`config.mk`:
```
export PLATFORM = sky130hd
export DESIGN_NAME = damage_calc
export DESIGN_NICKNAME = d
export VERILOG_FILES = /design/src/rtl/damage_pkg.sv /design/src/rtl/damage_lane_alu.sv /design/src/rtl/damage_calc.sv
export SDC_FILE = /design/constraint.sdc
export NUM_CORES = 1
export LEC_CHECK = 0
export ABC_AREA = 1
export BUFFER_PORTS_ARGS = -buffer_cell sky130_fd_sc_hd__buf_4
export CAP_MARGIN = 5
export CELL_PAD_IN_SITES_DETAIL_PLACEMENT = 0
export CELL_PAD_IN_SITES_GLOBAL_PLACEMENT = 1
export CORE_MARGIN = 5
export CORE_UTILIZATION = 38
export DETAILED_ROUTE_END_ITERATION = 6
export GPL_ROUTABILITY_DRIVEN = 0
export MAX_ROUTING_LAYER = met4
export PLACE_DENSITY_LB_ADDON = 0.1
export REMOVE_ABC_BUFFERS = 1
export SYNTH_ARGS = -nofsm -noshare
export SYNTH_HDL_FRONTEND = slang
export SYNTH_SLANG_ARGS = --single-unit
export TNS_END_PERCENT = 5
```
`constraint.sdc`:
```
create_clock -name clk -period 2.4 [get_ports clk]
set_input_delay 0.24 -clock clk [delete_from_list [all_inputs] [get_ports clk]]
set_output_delay 0.24 -clock clk [all_outputs]
set_load 0.02 [all_outputs]
```
`src/rtl/damage_pkg.sv`:
```
// Shared definitions for the damage engine: FSM encoding, crit LFSR constants, HP helper.
// Latency: n/a (package). Backpressure: n/a.
package damage_pkg;

  localparam logic [1:0] ST_IDLE = 2'd0;
  localparam logic [1:0] ST_RD   = 2'd1;
  localparam logic [1:0] ST_WR   = 2'd2;
  localparam logic [1:0] ST_DONE = 2'd3;

  // Fibonacci LFSR x^16 + x^14 + x^13 + x^11 + 1, expressed as a mask over bits [15:0]
  localparam logic [15:0] LFSR_SEED = 16'hACE1;
  localparam logic [15:0] LFSR_TAPS = 16'b1011_0100_0000_0000;

  function automatic logic [31:0] sat_sub(input logic [31:0] a, input logic [31:0] b);
    return (a > b) ? (a - b) : 32'd0;
  endfunction

endpackage

```
`src/rtl/damage_lane_alu.sv`:
```
// Combinational exchange of damage between the two units of one lane.
// Latency: 0 cycles. Backpressure: none (pure function of its inputs).
module damage_lane_alu
  import damage_pkg::*;
#(
  parameter int HP_W  = 8,
  parameter int ATK_W = 6
) (
  input  logic [HP_W-1:0]  pHp,
  input  logic [HP_W-1:0]  eHp,
  input  logic [ATK_W-1:0] pAtk,
  input  logic [ATK_W-1:0] pDef,
  input  logic [ATK_W-1:0] eAtk,
  input  logic [ATK_W-1:0] eDef,
  input  logic             pCrit,
  input  logic             eCrit,
  output logic [HP_W-1:0]  pHpNew,
  output logic [HP_W-1:0]  eHpNew,
  output logic             pDead,
  output logic             eDead
);

  logic [ATK_W-1:0] pRaw;
  logic [ATK_W-1:0] eRaw;
  logic [HP_W-1:0]  pDmg;
  logic [HP_W-1:0]  eDmg;
  logic [HP_W:0]    pDbl;
  logic [HP_W:0]    eDbl;

  // An absent attacker (HP 0) or a zero attack deals nothing; otherwise at least 1.
  always_comb begin
    pRaw = '0;
    eRaw = '0;
    if (pHp != '0 && pAtk != '0) pRaw = (pAtk > eDef) ? (pAtk - eDef) : ATK_W'(1);
    if (eHp != '0 && eAtk != '0) eRaw = (eAtk > pDef) ? (eAtk - pDef) : ATK_W'(1);
  end

  always_comb begin
    pDmg = {{(HP_W-ATK_W){1'b0}}, pRaw};
    eDmg = {{(HP_W-ATK_W){1'b0}}, eRaw};
    pDbl = {pDmg, 1'b0};
    eDbl = {eDmg, 1'b0};
    if (pCrit) pDmg = pDbl[HP_W] ? '1 : pDbl[HP_W-1:0];
    if (eCrit) eDmg = eDbl[HP_W] ? '1 : eDbl[HP_W-1:0];
  end

  // Both strikes use pre-damage HP, so a mutual kill falls out naturally.
  assign eHpNew = HP_W'(sat_sub(32'(eHp), 32'(pDmg)));
  assign pHpNew = HP_W'(sat_sub(32'(pHp), 32'(eDmg)));
  assign eDead  = (eHp != '0) && (eHpNew == '0);
  assign pDead  = (pHp != '0) && (pHpNew == '0);

endmodule

```
`src/rtl/damage_calc.sv`:
```
// Lane-by-lane damage pass: RD/WR per lane, then DONE held until damage_ack. Optional crits via DAMAGE_CALC_CRIT_EN.
// Latency: 2 cycles per lane, damage_done from cycle 2*LANES+1 after the start pulse.
// Backpressure: start ignored unless idle; damage_done held until damage_ack, ack wins over a same-cycle start.
module damage_calc
  import damage_pkg::*;
#(
  parameter int LANES = 8,
  parameter int HP_W  = 8,
  parameter int ATK_W = 6
) (
  input  logic                         clk,
  input  logic                         reset_n,
  input  logic                         damage_scen,
  input  logic                         damage_ack,
  output logic [$clog2(LANES)-1:0]     lane_idx,
  input  logic [HP_W-1:0]              p_hp,
  input  logic [HP_W-1:0]              e_hp,
  input  logic [ATK_W-1:0]             p_atk,
  input  logic [ATK_W-1:0]             p_def,
  input  logic [ATK_W-1:0]             e_atk,
  input  logic [ATK_W-1:0]             e_def,
  output logic                         wr_en,
  output logic [$clog2(LANES)-1:0]     wr_idx,
  output logic [HP_W-1:0]              p_hp_new,
  output logic [HP_W-1:0]              e_hp_new,
  output logic                         p_dead,
  output logic                         e_dead,
  output logic [$clog2(LANES+1)-1:0]   p_kills,
  output logic [$clog2(LANES+1)-1:0]   e_kills,
  output logic                         busy,
  output logic                         damage_done
);

  localparam int IDX_W = $clog2(LANES);
  localparam int KIL_W = $clog2(LANES+1);

  logic [1:0]       state;
  logic [IDX_W-1:0] counter;
  logic             lastLane;
  logic             pCrit;
  logic             eCrit;
  logic [HP_W-1:0]  pHpNewC;
  logic [HP_W-1:0]  eHpNewC;
  logic             pDeadC;
  logic             eDeadC;

  assign busy        = (state == ST_RD) || (state == ST_WR);
  assign damage_done = (state == ST_DONE);
  assign lane_idx    = busy ? counter : '0;
  assign lastLane    = (counter == IDX_W'(LANES-1));

`ifdef DAMAGE_CALC_CRIT_EN
  logic [15:0] lfsr;

  always_ff @(posedge clk or negedge reset_n) begin
    if (!reset_n) begin
      lfsr <= LFSR_SEED;
    end else if (state == ST_WR) begin
      lfsr <= {lfsr[14:0], ^(lfsr & LFSR_TAPS)};
    end
  end

  assign pCrit = lfsr[0];
  assign eCrit = lfsr[1];
`else
  assign pCrit = 1'b0;
  assign eCrit = 1'b0;
`endif

  // The ALU sees the lane file during RD; its result is captured as the WR-cycle write.
  damage_lane_alu #(
    .HP_W  (HP_W),
    .ATK_W (ATK_W)
  ) u_alu (
    .pHp    (p_hp),
    .eHp    (e_hp),
    .pAtk   (p_atk),
    .pDef   (p_def),
    .eAtk   (e_atk),
    .eDef   (e_def),
    .pCrit  (pCrit),
    .eCrit  (eCrit),
    .pHpNew (pHpNewC),
    .eHpNew (eHpNewC),
    .pDead  (pDeadC),
    .eDead  (eDeadC)
  );

  always_ff @(posedge clk or negedge reset_n) begin
    if (!reset_n) begin
      state    <= ST_IDLE;
      counter  <= '0;
      wr_en    <= 1'b0;
      wr_idx   <= '0;
      p_hp_new <= '0;
      e_hp_new <= '0;
      p_dead   <= 1'b0;
      e_dead   <= 1'b0;
      p_kills  <= '0;
      e_kills  <= '0;
    end else begin
      case (state)
        ST_IDLE: begin
          if (damage_scen) begin
            state   <= ST_RD;
            counter <= '0;
            p_kills <= '0;
            e_kills <= '0;
          end
        end
        ST_RD: begin
          state    <= ST_WR;
          wr_en    <= 1'b1;
          wr_idx   <= counter;
          p_hp_new <= pHpNewC;
          e_hp_new <= eHpNewC;
          p_dead   <= pDeadC;
          e_dead   <= eDeadC;
          // p_kills tallies enemy deaths, e_kills tallies player deaths
          if (eDeadC) p_kills <= p_kills + KIL_W'(1);
          if (pDeadC) e_kills <= e_kills + KIL_W'(1);
        end
        ST_WR: begin
          wr_en  <= 1'b0;
          p_dead <= 1'b0;
          e_dead <= 1'b0;
          if (lastLane) begin
            state <= ST_DONE;
          end else begin
            state   <= ST_RD;
            counter <= counter + IDX_W'(1);
          end
        end
        ST_DONE: begin
          if (damage_ack) state <= ST_IDLE;
        end
        default: state <= ST_IDLE;
      endcase
    end
  end

endmodule

```
Word level (Yosys, flattened, before mapping)
Cells that the tools add are included.

Add/subtract/negate cells: 7. Eq/ne operators: 9. Order comparisons: 4. Reduce and logical (&&, ||, !) cells: 19. Mux-type cells: 22.

Operator list (number): $mux W6 (4); $gt A8 B6 Y1 (2); $logic_not A8 Y1 (2); $mux W8 (2); $pmux W4 S2 (2); $reduce_bool A8 Y1 (2); $sub A8 B6 Y8 (2); $gt A6 B6 Y1 (2); $mux W4 (3); $reduce_bool A6 Y1 (2); $sub A6 B6 Y6 (2); $ne A2 B2 Y1 const B (5); $mux W3 (3); $reduce_and A3 Y1 (3); $add A4 B1 Y4 const B (2); $pmux W2 S4 (1); $mux W2 (3); $pmux W1 S2 (3); $pmux W3 S2 (1); $reduce_bool A2 Y1 (3); $eq A2 B2 Y1 const B (2); $logic_and A1 B1 Y1 (4); $add A3 B1 Y3 const B (1); $eq A3 B3 Y1 const B (1); 4 further kinds (4).

Output and inout port bits: 35. Input bits: 44. Bits in registers: 35. Word-level logic and storage cells: 71.

Longest topological paths before layout
Word-level depth: 9. Mapped depth: 28. Gate-level depth less buffers: 27.

Hierarchy
From an unflattened synthesis, not the netlist that was laid out.

Cells, all modules: 548. Area total of the unflattened synthesis: 3538.4 um2.

Modules (own cells, without submodules): damage_lane_alu (cells an instance 357, area each 1858.0 um2, seq. area each 0.0 um2, times used 1); damage_calc (cells an instance 191, area each 1680.4 um2, seq. area each 875.8 um2, times used 1).

Worst setup path before layout
OpenSTA, ideal clock, no wires.

Path kind: input to register. Start point: in p_atk[0]. End point: reg p_kills[0]. Cell stages on the path: 26. Data required time: 2.282 ns. Data arrival time: 2.905 ns. Buffers on the path: 0. Setup time: 0.118 ns. Path slack: -0.622 ns. Path through: inv_1 -> ha_1 -> inv_1 -> fa_1 -> nand2_1 -> nand2_1 -> nand2_1 -> a21oi_1 -> o32ai_1 -> o21ai_0 -> inv_1 -> ha_1 -> inv_1 -> fa_1 -> nand3_1 -> nand2_1 -> nand2_1 -> nand2_2 -> nand3b_1 -> nand2_1 -> nor2_1 -> nand3_2 -> nand2_2 -> nand2_2 -> nand2_1 -> nand2_1.

Word-level cells in the longest chain between the ends: 9. Elaborated cells between the ends (all ways): 13. Those cells by class: add/sub: 2; order compare: 2; eq/ne: 1; mux: 3; reduce/logical: 5.

RTL lines: start: declaration (RTL line damage_calc.sv:18) `input logic [ATK_W-1:0] p_atk,`; $sub A6 B6 Y6 (tied with other cells) (RTL line damage_lane_alu.sv:34) `if (pHp != '0 && pAtk != '0) pRaw = (pAtk > eDef) ? (pAtk - eDef) : ATK_W'(1);`; $mux W6 or $logic_and A1 B1 Y1 (tied branches) (RTL line damage_lane_alu.sv:34); $mux W6 * (RTL line damage_lane_alu.sv:34); $sub A8 B6 Y8 or $gt A8 B6 Y1 (tied branches) (RTL line damage_pkg.sv:15) `return (a > b) ? (a - b) : 32'd0;`; $mux W8 * (RTL line damage_pkg.sv:15); $logic_not A8 Y1 * (RTL line damage_lane_alu.sv:50) `assign eDead = (eHp != '0) && (eHpNew == '0);`; $logic_and A1 B1 Y1 * (RTL line damage_lane_alu.sv:50); $ne A2 B2 Y1 (no source line) *; $reduce_and A3 Y1 (no source line) *; end signal: assignment (RTL line damage_calc.sv:120) `if (eDeadC) p_kills <= p_kills + KIL_W'(1);`; end: declaration (RTL line damage_calc.sv:28) `output logic [$clog2(LANES+1)-1:0] p_kills,`.

Mark *: on every way between the ends. The rest lies on a longest branch, timed or not. A chain may end at the register's enable or synchronous reset.

Final worst setup path
Start point: in e_atk[0]. End point: reg e_kills[2].

Word-level cells in the longest chain between the ends: 9. Elaborated cells between the ends (all ways): 13. Those cells by class: add/sub: 2; order compare: 2; eq/ne: 1; mux: 3; reduce/logical: 5.

RTL lines: start: declaration (RTL line damage_calc.sv:20) `input logic [ATK_W-1:0] e_atk,`; $sub A6 B6 Y6 (tied with other cells) (RTL line damage_lane_alu.sv:35) `if (eHp != '0 && eAtk != '0) eRaw = (eAtk > pDef) ? (eAtk - pDef) : ATK_W'(1);`; $mux W6 or $logic_and A1 B1 Y1 (tied branches) (RTL line damage_lane_alu.sv:35); $mux W6 * (RTL line damage_lane_alu.sv:35); $sub A8 B6 Y8 or $gt A8 B6 Y1 (tied branches) (RTL line damage_pkg.sv:15); $mux W8 * (RTL line damage_pkg.sv:15); $logic_not A8 Y1 * (RTL line damage_lane_alu.sv:51) `assign pDead = (pHp != '0) && (pHpNew == '0);`; $logic_and A1 B1 Y1 * (RTL line damage_lane_alu.sv:51); $ne A2 B2 Y1 (no source line) *; $reduce_and A3 Y1 (no source line) *; end signal: assignment (RTL line damage_calc.sv:121) `if (pDeadC) e_kills <= e_kills + KIL_W'(1);`; end: declaration (RTL line damage_calc.sv:29) `output logic [$clog2(LANES+1)-1:0] e_kills,`.

Marked as above.

==> metrics.yaml <==
io_pins: 79
clock_path_buffers: 2
grtUsageTotal: 0.1755
slew_violations: 0
routedWlPerCell_microns: 11.89
p_seq_frac: 0.244
yosys_register_bits: 35
hpwl_microns: 6810
holdPathEnd: "state[0]"
cp-start-kind: "primary input"
vias: 3478
layout.area.seq_sq_um: 875.8
cts_made_buffers: 5
p_per_area_nw_per_um2: 755.5
crit_path_max_fanout: 6
finalCriticalPeriod_ns: 2.977
finClkSkew_ns: 0.003896
swShare: 0.4584
synth_edf_count: 0
yosys_most_used_dff: "dfrtp_1"
reg2reg_to: "e_kills[2]"
reg2reg_slack_ns: 0.65
min-delay-start: "damage_ack"
ant_nets: 0
mostFrequentLayoutCell: "buf_4"
status: "complete, but fails checks"
yosysWarnings: 0
dieArea_sq_um: 10270
final_nets: 723
finalHoldViolCount: 0
viasPerCell: 4.656
multiInputGateArea_sq_um: 2442
crit_start: "e_atk[0]"
fp.coreArea_sq_um: 8175
relSlewSlack: 0.5899
setup_slack_ns: -0.5767
grt-ovfl-total: 0
drive_above_1_share: 0.4361
crit_arrival_ns: 3.16
cts_tree: "yes"
grt_pass1_wl_microns: 14410
r2r-start: "state[0]"
setup_viol: 26
tightest_slew_ns: 0.6152
maxCapViolCount: 0
antenna_found_initial: 0
max_freq_mhz: 335.9
area_growth_pct: 62.71
rows: 33
grt_max_degree: 36
ys_async_sr_fraction: 1.000
synth_area_per_cell_sq_um: 6.804
path_clk_slew_ns: 0.07
antenna_cells: 0
layout_common_cells: "170 x buf_4, 116 x nand2_1, 73 x inv_1"
vdd_ir_drop_max_mv: 0.2867
rsz0062_at_grt: "true"
combPwrFrac: 0.650
worstPathRequired_ns: 2.58
violations: "setup timing"
start_util: 0.3878
ys_types: 36
crit_path_end_kind: "flip-flop"
cts-root-buf: "clkbuf_8"
grt_pass1_vias: 3431
clock_latency_ns: 0.29
clkPwrFrac: 0.106
hold_depth: 4
yosysSeqAreaShare: 0.2762
worst-r2r-cell-count: 8
die-width_microns: 101.3
tns_ns: -7.410
p_leak_nw: 2.785
htreeDepth: 2
routed_wl_microns: 8885
hold_path.class: "in2reg"
p_int_mw: 2.111
route.detailed.drc: 0
drtIter0Drc: 62
syn-cell-area_sq_um: 3171
portBuffers: 78
finalCritPeriodShare: 1.240
fillers: 756
power_mw: 3.897
whs_ns: 0.3085
die_h_microns: 101.3
dr.pass1.iters: 4
syn_inst: 466
worstSetupPathType: "in2reg"
total_switching_power_mw: 1.786
clock_sinks: 35
==> cells by family (layout without fill, tap and decap cells) <==
logic type,after synthesis,count (layout),synth area share
AOI/OAI and AO/OA,40,40,0.07104
xor gates and xnor gates,10,10,0.02763
adders and majority gates,38,38,0.1594
buffers and inverters,86,262,0.1034
DFF,35,35,0.2762
and+or+nand+nor,257,257,0.3623
==> worst max-delay path: stages <==
cell	delay [ns]
buf_6	0.10
inv_4	0.05
ha_4	0.13
inv_4	0.03
fa_2	0.37
nand2_2	0.09
nand2_2	0.06
nand2_2	0.09
a21oi_2	0.06
o22ai_2	0.13
o21ai_1	0.10
inv_1	0.06
ha_2	0.16
inv_2	0.05
fa_2	0.41
nand3_2	0.09
nand2_2	0.06
nand2_2	0.07
nand2_4	0.10
nand3_4	0.10
nand2_2	0.06
nor2_2	0.11
nand3_2	0.10
nand2_4	0.11
nand2_4	0.07
nand2_2	0.10
nand2_2	0.05
==> timing repair <==
item | CTS | global route
hold endpoints to repair | 35 | 0
pin swaps | 19 | 45
gates resized for setup | 37 | 79
endpoints found under the setup margin | 26 | 26
gates cloned | 0 | 0
setup buffers | 3 | 7
hold buffers | 1 | 0
==> final cells by class <==
class | count | area share
sequential | 35 | 0.1698
clock buffer | 7 | 0.01480
inverter | 80 | 0.05967
tap | 105 | 0.02547
multi-input combinational | 345 | 0.4734
timing repair buffer | 174 | 0.2559
clock inverter | 1 | 0.0009702
==> metrics by stage <==
step,area [sq um],worst slack (ns),utilization,instances
floorplan,3143,-0.6282,-,460
global placement,4498,-1.074,0.5502,728
detailed placement,4498,-1.095,0.5502,728
CTS,4762,-0.6530,0.5825,740
global route,5159,-0.7880,0.6310,747
finish,5159,-0.5767,0.6310,747
==> how the worst max path moves through the flow <==
stage | depth (start not counted) | endpoint | slack [ns]
2_1_floorplan | 26 | p_kills[0] | -0.63
6_report | 27 | e_kills[2] | -0.58
4_1_cts | 27 | p_kills[1] | -0.65
3_3_place_gp | 27 | p_kills[2] | -1.07
3_5_place_dp | 27 | p_kills[1] | -1.09
5_1_grt | 25 | p_kills[0] | -0.79
==> state kept, by name (all words and copies together), names as in the netlist <==
signal and flops:
wr_idx 3, e_kills 4, counter 3, e_hp_new 8
state 2, p_hp_new 8, e_dead 1, p_dead 1
p_kills 4, wr_en 1
==> Yosys cell counts, drive strengths merged (4+ instances only) <==
library cell    n  area, sq um
a21oi          14        77.58
clkbuf          4        15.01
dfrtp          35        875.8
fa              4        80.08
ha             34        425.4
inv            79        296.5
nand2         147        581.8
nand3          52        270.3
nand4           5        52.55
nor2           38        155.1
nor3            5        25.02
o21ai          17        85.08
o22ai           4        25.02
or2             4        25.03
xor2            7        61.31
==> power groups by stage <==
stage | Clock [mW] | Sequential [mW] | Combinational [mW]
after floorplan | 0 | 1.13 | 1.11
after global placement | 0 | 0.951 | 2.22
after detailed placement | 0 | 0.957 | 2.26
after CTS | 0.430 | 0.947 | 2.35
after global routing | 0.448 | 0.974 | 2.82
final | 0.413 | 0.950 | 2.53
==> metal layers <==
layer | global-route usage | routed length [microns]
met5 | - | 0
met4 | 0.05930 | 121
met3 | 0.02204 | 390
met2 | 0.3003 | 4534
met1 | 0.2130 | 3837
Power figures use the tool's default switching activity.
